**src/rtl/arith_pkg.sv**
```systemverilog
// Shared types and helpers for the digit-serial arithmetic blocks.
package arith_pkg;

    // Sequencer states of the digit-serial adder.
    typedef enum logic [1:0] {
        IDLE = 2'd0,
        RUN  = 2'd1,
        DONE = 2'd2
    } state_e;

    // Ceiling log2; returns 0 for v <= 1.
    function automatic int unsigned clog2(input int unsigned v);
        int unsigned r;
        int unsigned x;
        r = 0;
        x = 1;
        while (x < v) begin
            x = x << 1;
            r = r + 1;
        end
        return r;
    endfunction

    // Step-counter width; never narrower than one bit.
    function automatic int unsigned cnt_width(input int unsigned steps);
        int unsigned w;
        w = clog2(steps);
        return (w < 1) ? 1 : w;
    endfunction

endpackage

```
**src/rtl/digit_fa.sv**
```systemverilog
// Combinational ripple of DIGIT full-adder cells.
module digit_fa #(
    parameter int unsigned DIGIT = 2
) (
    input  logic [DIGIT-1:0] a,
    input  logic [DIGIT-1:0] b,
    input  logic             ci,
    output logic [DIGIT-1:0] s,
    output logic             co,
    output logic             c_msb
);

    // c[i] is the carry into cell i; c[DIGIT] leaves the top cell.
    logic [DIGIT:0] c;

    assign c[0] = ci;

    for (genvar i = 0; i < DIGIT; i++) begin : g_cell
        assign s[i]   = a[i] ^ b[i] ^ c[i];
        assign c[i+1] = (a[i] & b[i]) | (a[i] & c[i]) | (b[i] & c[i]);
    end

    assign co    = c[DIGIT];
    assign c_msb = c[DIGIT-1];

endmodule

```
**src/rtl/digit_serial_adder.sv**
```systemverilog
// Digit-serial adder: WIDTH-bit a+b+cin, DIGIT bits per clock, valid/ready on both sides.
module digit_serial_adder
    import arith_pkg::*;
#(
    parameter int unsigned WIDTH = 8,
    parameter int unsigned DIGIT = 2
) (
    input  logic             clk,
    input  logic             rst,
    input  logic             in_valid,
    output logic             in_ready,
    input  logic [WIDTH-1:0] a,
    input  logic [WIDTH-1:0] b,
    input  logic             cin,
    output logic             out_valid,
    input  logic             out_ready,
    output logic [WIDTH-1:0] sum,
    output logic             cout,
    output logic             overflow,
    output logic             busy
);

    localparam int unsigned STEPS = WIDTH / DIGIT;
    localparam int unsigned CW    = cnt_width(STEPS);
    localparam logic [CW-1:0] LAST = CW'(STEPS - 1);

    // Reject illegal geometries at elaboration.
    if (WIDTH < 1 || DIGIT < 1 || DIGIT > WIDTH || (WIDTH % DIGIT) != 0) begin : g_bad_params
        $fatal(1, "digit_serial_adder: need 1 <= DIGIT <= WIDTH and WIDTH %% DIGIT == 0");
    end

    state_e            state_q, state_d;
    logic [WIDTH-1:0]  a_q, a_d;
    logic [WIDTH-1:0]  b_q, b_d;
    logic              carry_q, carry_d;
    logic [CW-1:0]     cnt_q, cnt_d;
    logic [WIDTH-1:0]  sum_q, sum_d;
    logic              cout_q, cout_d;
    logic              ovf_q, ovf_d;

    logic [DIGIT-1:0]  fa_s;
    logic              fa_co;
    logic              fa_c_msb;
    logic [WIDTH-1:0]  sum_shift;

    digit_fa #(
        .DIGIT (DIGIT)
    ) u_digit_fa (
        .a     (a_q[DIGIT-1:0]),
        .b     (b_q[DIGIT-1:0]),
        .ci    (carry_q),
        .s     (fa_s),
        .co    (fa_co),
        .c_msb (fa_c_msb)
    );

    // New digit enters at the MSB end so the last digit lands in the top bits.
    if (DIGIT == WIDTH) begin : g_sum_whole
        assign sum_shift = fa_s;
    end else begin : g_sum_shift
        assign sum_shift = {fa_s, sum_q[WIDTH-1:DIGIT]};
    end

    // Next-state, datapath updates and handshake outputs.
    always_comb begin
        state_d   = state_q;
        a_d       = a_q;
        b_d       = b_q;
        carry_d   = carry_q;
        cnt_d     = cnt_q;
        sum_d     = sum_q;
        cout_d    = cout_q;
        ovf_d     = ovf_q;
        in_ready  = 1'b0;
        out_valid = 1'b0;
        busy      = 1'b0;

        unique case (state_q)
            IDLE: begin
                in_ready = 1'b1;
                if (in_valid) begin
                    a_d     = a;
                    b_d     = b;
                    carry_d = cin;
                    cnt_d   = '0;
                    state_d = RUN;
                end
            end
            RUN: begin
                busy    = 1'b1;
                sum_d   = sum_shift;
                a_d     = a_q >> DIGIT;
                b_d     = b_q >> DIGIT;
                carry_d = fa_co;
                cnt_d   = cnt_q + CW'(1);
                if (cnt_q == LAST) begin
                    cout_d  = fa_co;
                    // Signed overflow: carry into MSB differs from carry out of MSB.
                    ovf_d   = fa_c_msb ^ fa_co;
                    state_d = DONE;
                end
            end
            DONE: begin
                busy      = 1'b1;
                out_valid = 1'b1;
                if (out_ready) begin
                    state_d = IDLE;
                end
            end
            default: begin
                state_d = IDLE;
            end
        endcase
    end

    // State and datapath registers with synchronous reset.
    always_ff @(posedge clk) begin
        if (rst) begin
            state_q <= IDLE;
            a_q     <= '0;
            b_q     <= '0;
            carry_q <= 1'b0;
            cnt_q   <= '0;
            sum_q   <= '0;
            cout_q  <= 1'b0;
            ovf_q   <= 1'b0;
        end else begin
            state_q <= state_d;
            a_q     <= a_d;
            b_q     <= b_d;
            carry_q <= carry_d;
            cnt_q   <= cnt_d;
            sum_q   <= sum_d;
            cout_q  <= cout_d;
            ovf_q   <= ovf_d;
        end
    end

    assign sum      = sum_q;
    assign cout     = cout_q;
    assign overflow = ovf_q;

endmodule

```
**config.mk**
```make
export PLATFORM = sky130hd
export DESIGN_NAME = digit_serial_adder
export DESIGN_NICKNAME = d
export VERILOG_FILES = /design/src/rtl/arith_pkg.sv /design/src/rtl/digit_fa.sv /design/src/rtl/digit_serial_adder.sv
export SDC_FILE = /design/constraint.sdc
export NUM_CORES = 1
export LEC_CHECK = 0
export ABC_AREA = 1
export CORE_MARGIN = 2
export CORE_UTILIZATION = 35
export DETAILED_ROUTE_END_ITERATION = 6
export PLACE_DENSITY_LB_ADDON = 0.05
export REMOVE_ABC_BUFFERS = 1
export SYNTH_ARGS = -nofsm -noshare
export SYNTH_HDL_FRONTEND = slang
export SYNTH_SLANG_ARGS = --single-unit
export TNS_END_PERCENT = 100
```
**constraint.sdc**
```tcl
create_clock -name clk -period 2.3 [get_ports clk]
set_input_delay 0.46 -clock clk [delete_from_list [all_inputs] [get_ports clk]]
set_output_delay 0.46 -clock clk [all_outputs]
set_load 0.005 [all_outputs]
```
# Word level (Yosys, flattened, before mapping)

Index checks and enable logic that the tools add are counted.

Output and inout port bits: 13
Register bits: 31
Input port bits: 21

Equality and inequality tests: 6
Bitwise gates (word level): 15
Add/subtract/negate cells: 1
Reductions and logical operators: 6
Multiplexer cells: 15

Operators with widths:

| operator                                      | count |
|---|---|
| case mux 8 bit (2 select lines)               | 2 |
| 2-to-1 mux 8 bit                              | 2 |
| 2-to-1 mux 2 bit                              | 4 |
| AND 1 bit                                     | 6 |
| inequality test 2 bit, second input constant  | 3 |
| case mux 2 bit (3 select lines)               | 1 |
| XOR 1 bit                                     | 5 |
| == test 2 bit, second input constant          | 2 |
| 2-to-1 mux 1 bit                              | 4 |
| bitwise OR 1 bit                              | 4 |
| case mux 2 bit (2 select lines)               | 1 |
| AND reduction 2 bit                           | 2 |
| AND reduction 3 bit                           | 1 |
| adder 2 x 1 -> 2 bit, second input constant   | 1 |
| == test 2 x 1 -> 1 bit, second input constant | 1 |
| logical NOT 2 bit                             | 1 |
| case mux 1 bit (2 select lines)               | 1 |
| nonzero test 2 bit                            | 1 |
| OR reduction 2 bit                            | 1 |

# Logic depth before layout (Yosys ltp)

Depth in word-level cells: 7
Mapped depth: 9

# Hierarchy

From an unflattened synthesis, not the netlist that was laid out.

Cell total of the unflattened synthesis: 208
Area, all modules: 1463.9 µm²

Modules (own cells, without submodules):

| module             | area each (µm²) | cells each | instances |
|---|---|---|---|
| digit_serial_adder | 1390.1          | 197        | 1 |
| digit_fa           | 73.8            | 11         | 1 |

# Worst setup path before layout

No wires, ideal clock.

Path type: register to register
Start: register a_q[0]
End: register carry_q
Setup time: 0.062 ns
Required time: 2.238 ns
Clock period less this slack: 1.658 ns
Slack: 0.642 ns
Arrival: 1.595 ns
Stages on the path, launching flop included: 7
Path through: dfxtp_1 -> inv_1 -> fa_1 -> fa_1 -> o21ai_1 -> nor2_4 -> nor2_2

Word-level cells in the longest chain between the ends: 7
Elaborated cells on any way between the ends: 9

RTL lines:

| element                           | line                      | text |
|---|---|---|
| from (decl)                       | digit_serial_adder.sv:33  | `logic [WIDTH-1:0] a_q, a_d;` |
| from (signal assigned)            | digit_serial_adder.sv:120 | `a_q <= '0;` |
| from (signal assigned)            | digit_serial_adder.sv:129 | `a_q <= a_d;` |
| AND 1 bit                         | digit_fa.sv:20            | `assign c[i+1] = (a[i] & b[i]) \| (a[i] & c[i]) \| (b[i] & c[i]);` |
| bitwise OR 1 bit * (2 in a row)   | digit_fa.sv:20            |  |
| AND 1 bit                         | digit_fa.sv:20            |  |
| bitwise OR 1 bit                  | digit_fa.sv:20            |  |
| bitwise OR 1 bit *                | digit_fa.sv:20            |  |
| case mux 1 bit (2 select lines) * | digit_serial_adder.sv:78  | `unique case (state_q)` |
| to (signal assigned)              | digit_serial_adder.sv:131 | `carry_q <= carry_d;` |
| to (decl)                         | digit_serial_adder.sv:35  | `logic carry_q, carry_d;` |

Every way passes the cells marked *; elsewhere a longest branch is shown, timed or not.
A chain may end at the register's enable or synchronous reset.

# Final worst setup path

Start: register state_q[0]
End: output busy

Word-level cells in the longest chain between the ends: 3
Elaborated cells on any way between the ends: 4

RTL lines:

| element                                                        | line                      | text |
|---|---|---|
| from (decl)                                                    | digit_serial_adder.sv:32  | `state_e state_q, state_d;` |
| from (signal assigned)                                         | digit_serial_adder.sv:128 | `state_q <= state_d;` |
| == test 2 bit / == test 2 x 1 -> 1 bit (equally long branches) | digit_serial_adder.sv:78  |  |
| OR reduction 2 bit (no line) *                                 | --                        |  |
| 2-to-1 mux 1 bit *                                             | digit_serial_adder.sv:78  |  |
| to (decl)                                                      | digit_serial_adder.sv:20  | `output logic busy` |

Marked as above.

==> flow_metrics.env <==
export IMPL_drc=0
export IMPL_postCtsSetupBuffers=0
export IMPL_io_buffers=33
export IMPL_std_cell_rows=24
export IMPL_routedWlPerCell_microns=11.2
export IMPL_outcome="completed"
export IMPL_cts_buffers=5
export IMPL_vias=1342
export IMPL_hold_class="flip-flop to flip-flop"
export IMPL_p_per_area_mw_per_mm2=1270
export IMPL_seqCellArea_sq_um=621
export IMPL_fmax_mhz=501
export IMPL_ys_flop_type="dfxtp_1"
export IMPL_die_area_sq_mm=0.00509
export IMPL_cp_required_ns=1.84
export IMPL_gp_congestion=0.710
export IMPL_routed_wl_microns=3260
export IMPL_critical_path_peak_fanout=4
export IMPL_boundaryPins=34
export IMPL_clk_pin_slew_worst_paths_ns=0.06
export IMPL_p_leak_nw=0.856
export IMPL_rsz0062_at_grt="false"
export IMPL_antenna_cells=0
export IMPL_start_kind="flip-flop"
export IMPL_yosysMostFrequentCell="nand2_1"
export IMPL_fin_crit_sh_pct=86.8
export IMPL_cpLargestDelayFamily="buffers and inverters"
export IMPL_syn_area_sq_mm=0.00159
export IMPL_synth_common_cells="nand2_1 (47), nor2_1 (33), dfxtp_1 (31)"
export IMPL_maxCapViolCount=0
export IMPL_p_sw_w=0.00106
export IMPL_synthCells=203
export IMPL_fin_hold_ws_ns=0.469
export IMPL_swShare_pct=42.0
export IMPL_arrival_ns=1.54
export IMPL_maxSlewViolCount=0
export IMPL_grt_max_degree=26
export IMPL_skew_ns=0.00584
export IMPL_antenna_found_initial=0
export IMPL_synth_async_reset_ratio_pct=0
export IMPL_cts_hold_buf=0
export IMPL_maxSlewHeadroom_pct=76.2
export IMPL_setup_tns_final_ns=0
export IMPL_power_frac_seq_pct=32.7
export IMPL_cts_tree="yes"
export IMPL_multi_input_area_sq_um=807
export IMPL_pwr_share_clk_pct=16.0
export IMPL_final_nets=266
export IMPL_htreeDepth=2
export IMPL_drtAntennaViolNets=0
export IMPL_fp_dieH_microns=71.3
export IMPL_clk_latency_ns=0.28
export IMPL_max_stage_delay_ns=0.49
export IMPL_synth_seq_area_share_pct=39.1
export IMPL_grt_pass1_wl_microns=5560
export IMPL_p_comb_share_pct=51.3
export IMPL_ys_ff_latch=31
export IMPL_first_pass_iters=4
export IMPL_synth_top_cell_by_area="dfxtp_1"
export IMPL_synth_cell_type_count=25
export IMPL_ctsResizeCount=0
export IMPL_period_minus_slack_ns=2.00
export IMPL_cts_root_buf="clkbuf_8"
export IMPL_grt_usage_pct=13.8
export IMPL_hold_violations=0
export IMPL_layout_drive_gt1_share_pct=15.5
export IMPL_cp_cell_sequence="inv_1 > ha_1 > clkdlybuf4s50_1"
export IMPL_numClockSinks=31
export IMPL_grt_overflow=0
export IMPL_clk_path_buf_depth=2
export IMPL_yosys_warnings=0
export IMPL_start_util_pct=36.4
export IMPL_critPathCaptureType="output pin"
export IMPL_setup_viol=0
export IMPL_synth_area_per_cell_sq_um=7.82
export IMPL_synth_area_top_cells="dfxtp_1 (39%), nand2_1 (11%), nor2_1 (7.8%)"
export IMPL_worstMarginPinSlew_ns=0.357
export IMPL_fin_ws_ns=0.303
export IMPL_preCtsSetupSlack_ns=0.550
export IMPL_critPathKind="flip-flop to output pin"
export IMPL_coreArea_sq_mm=0.00435
export IMPL_die_w_microns=71.3
export IMPL_via_per_inst=4.63
export IMPL_p_int_w=0.00147
export IMPL_syn_to_final_growth_pct=25.9
export IMPL_netlist_area_leader_share_pct=39.1
export IMPL_cp_num_buf_inv=2
export IMPL_critPathSlowestCell="clkdlybuf4s50_1"
export IMPL_drt_first_iter_violations=50
export IMPL_peakVddDrop_v=0.000715
export IMPL_dp_hpwl_microns=2280
export IMPL_nFillCells=439
export IMPL_grt_pass1_vias=1224
export IMPL_synth_edf_count=0
export IMPL_finalPower_w=0.00253
-- path summary, 6_finish.rpt --
| check | from | end | slack (ns) | cells past startpoint |
|---|---|---|---|---|
| min reg2reg | cnt_q[1] | cnt_q[1] | 0.47 | 2 |
| max | state_q[0] | busy | 0.30 | 3 |
| min | cnt_q[1] | cnt_q[1] | 0.47 | 2 |
| max reg2reg | a_q[0] | carry_q | 0.53 | 6 |
-- layout make-up --
cell class | count | area share (%)
clock buffer | 7 | 3.82
clock inverter | 1 | 0.250
inverter | 15 | 3.19
multi-input combinational | 147 | 40.4
sequential | 31 | 31.1
tap | 52 | 3.26
timing repair buffer | 37 | 18.0
-- cell families (layout without fill, tap and decap cells) --
group | count (synthesis) | count (layout) | share of synthesized area, %
AND/OR/NAND/NOR | 105 | 105 | 31.3
AO/OA/AOI/OAI | 33 | 33 | 11.8
flip-flops | 31 | 31 | 39.1
buffers and inverters | 25 | 60 | 10.0
adder cells (fa/ha/maj) | 8 | 8 | 7.26
XOR/XNOR | 1 | 1 | 0.552
-- metal layers --
layer / track usage (%) / wire length (microns) / vias up
met2: 23.3 / 1550 / 27
met5: 0 / 0 / -
met1: 16.6 / 1490 / 606
met3: 4.78 / 167 / 6
met4: 4.40 / 43 / 0
li1: - / - / 703
-- worst register-to-register path, stage by stage (launching register included) --
cell     delay [ns]
dfxtp_1        0.32
inv_1          0.06
fa_1           0.47
fa_1           0.45
o21ai_1        0.25
nor2_4         0.06
nor2_2         0.10
-- cell usage in the layout, fill, tap and decap left out, types with 2 or more instances in the layout --
cell type,instances
inv_1,12
a21oi_2,5
nand3_1,6
nand2_1,47
buf_4,4
a21oi_1,4
fa_1,2
clkbuf_1,2
ha_1,6
clkbuf_8,5
dfxtp_1,31
o21ai_1,5
nand3_2,4
nor2_1,33
nor2_2,10
nand2_8,2
clkdlybuf4s50_1,33
nand2_2,2
o21ai_0,18
-- per-stage QoR --
stage	utilization [%]	cells	instance area, sq um
floorplan	-	193	1490
global placement	44.0	282	1920
detailed placement	44.0	282	1920
global route	45.9	290	2000
finish	45.9	290	2000
CTS	45.9	290	2000
-- sequential cells by signal, summed over array words and instances (netlist names) --
register  count
b_q           8
state_q       2
sum           8
cout          1
cnt_q         2
carry_q       1
a_q           8
overflow      1
-- power by group through the flow --
| stage | Sequential, W | Clock [W] | Combinational [W] |
|---|---|---|---|
| after global placement | 0.000834 | 0 | 0.00130 |
| after floorplan | 0.000827 | 0 | 0.000869 |
| after global routing | 0.000857 | 0.000451 | 0.00147 |
| final | 0.000829 | 0.000404 | 0.00130 |
| after CTS | 0.000830 | 0.000428 | 0.00132 |
| after detailed placement | 0.000841 | 0 | 0.00132 |
No activity file was read; power rests on OpenSTA's default activity.
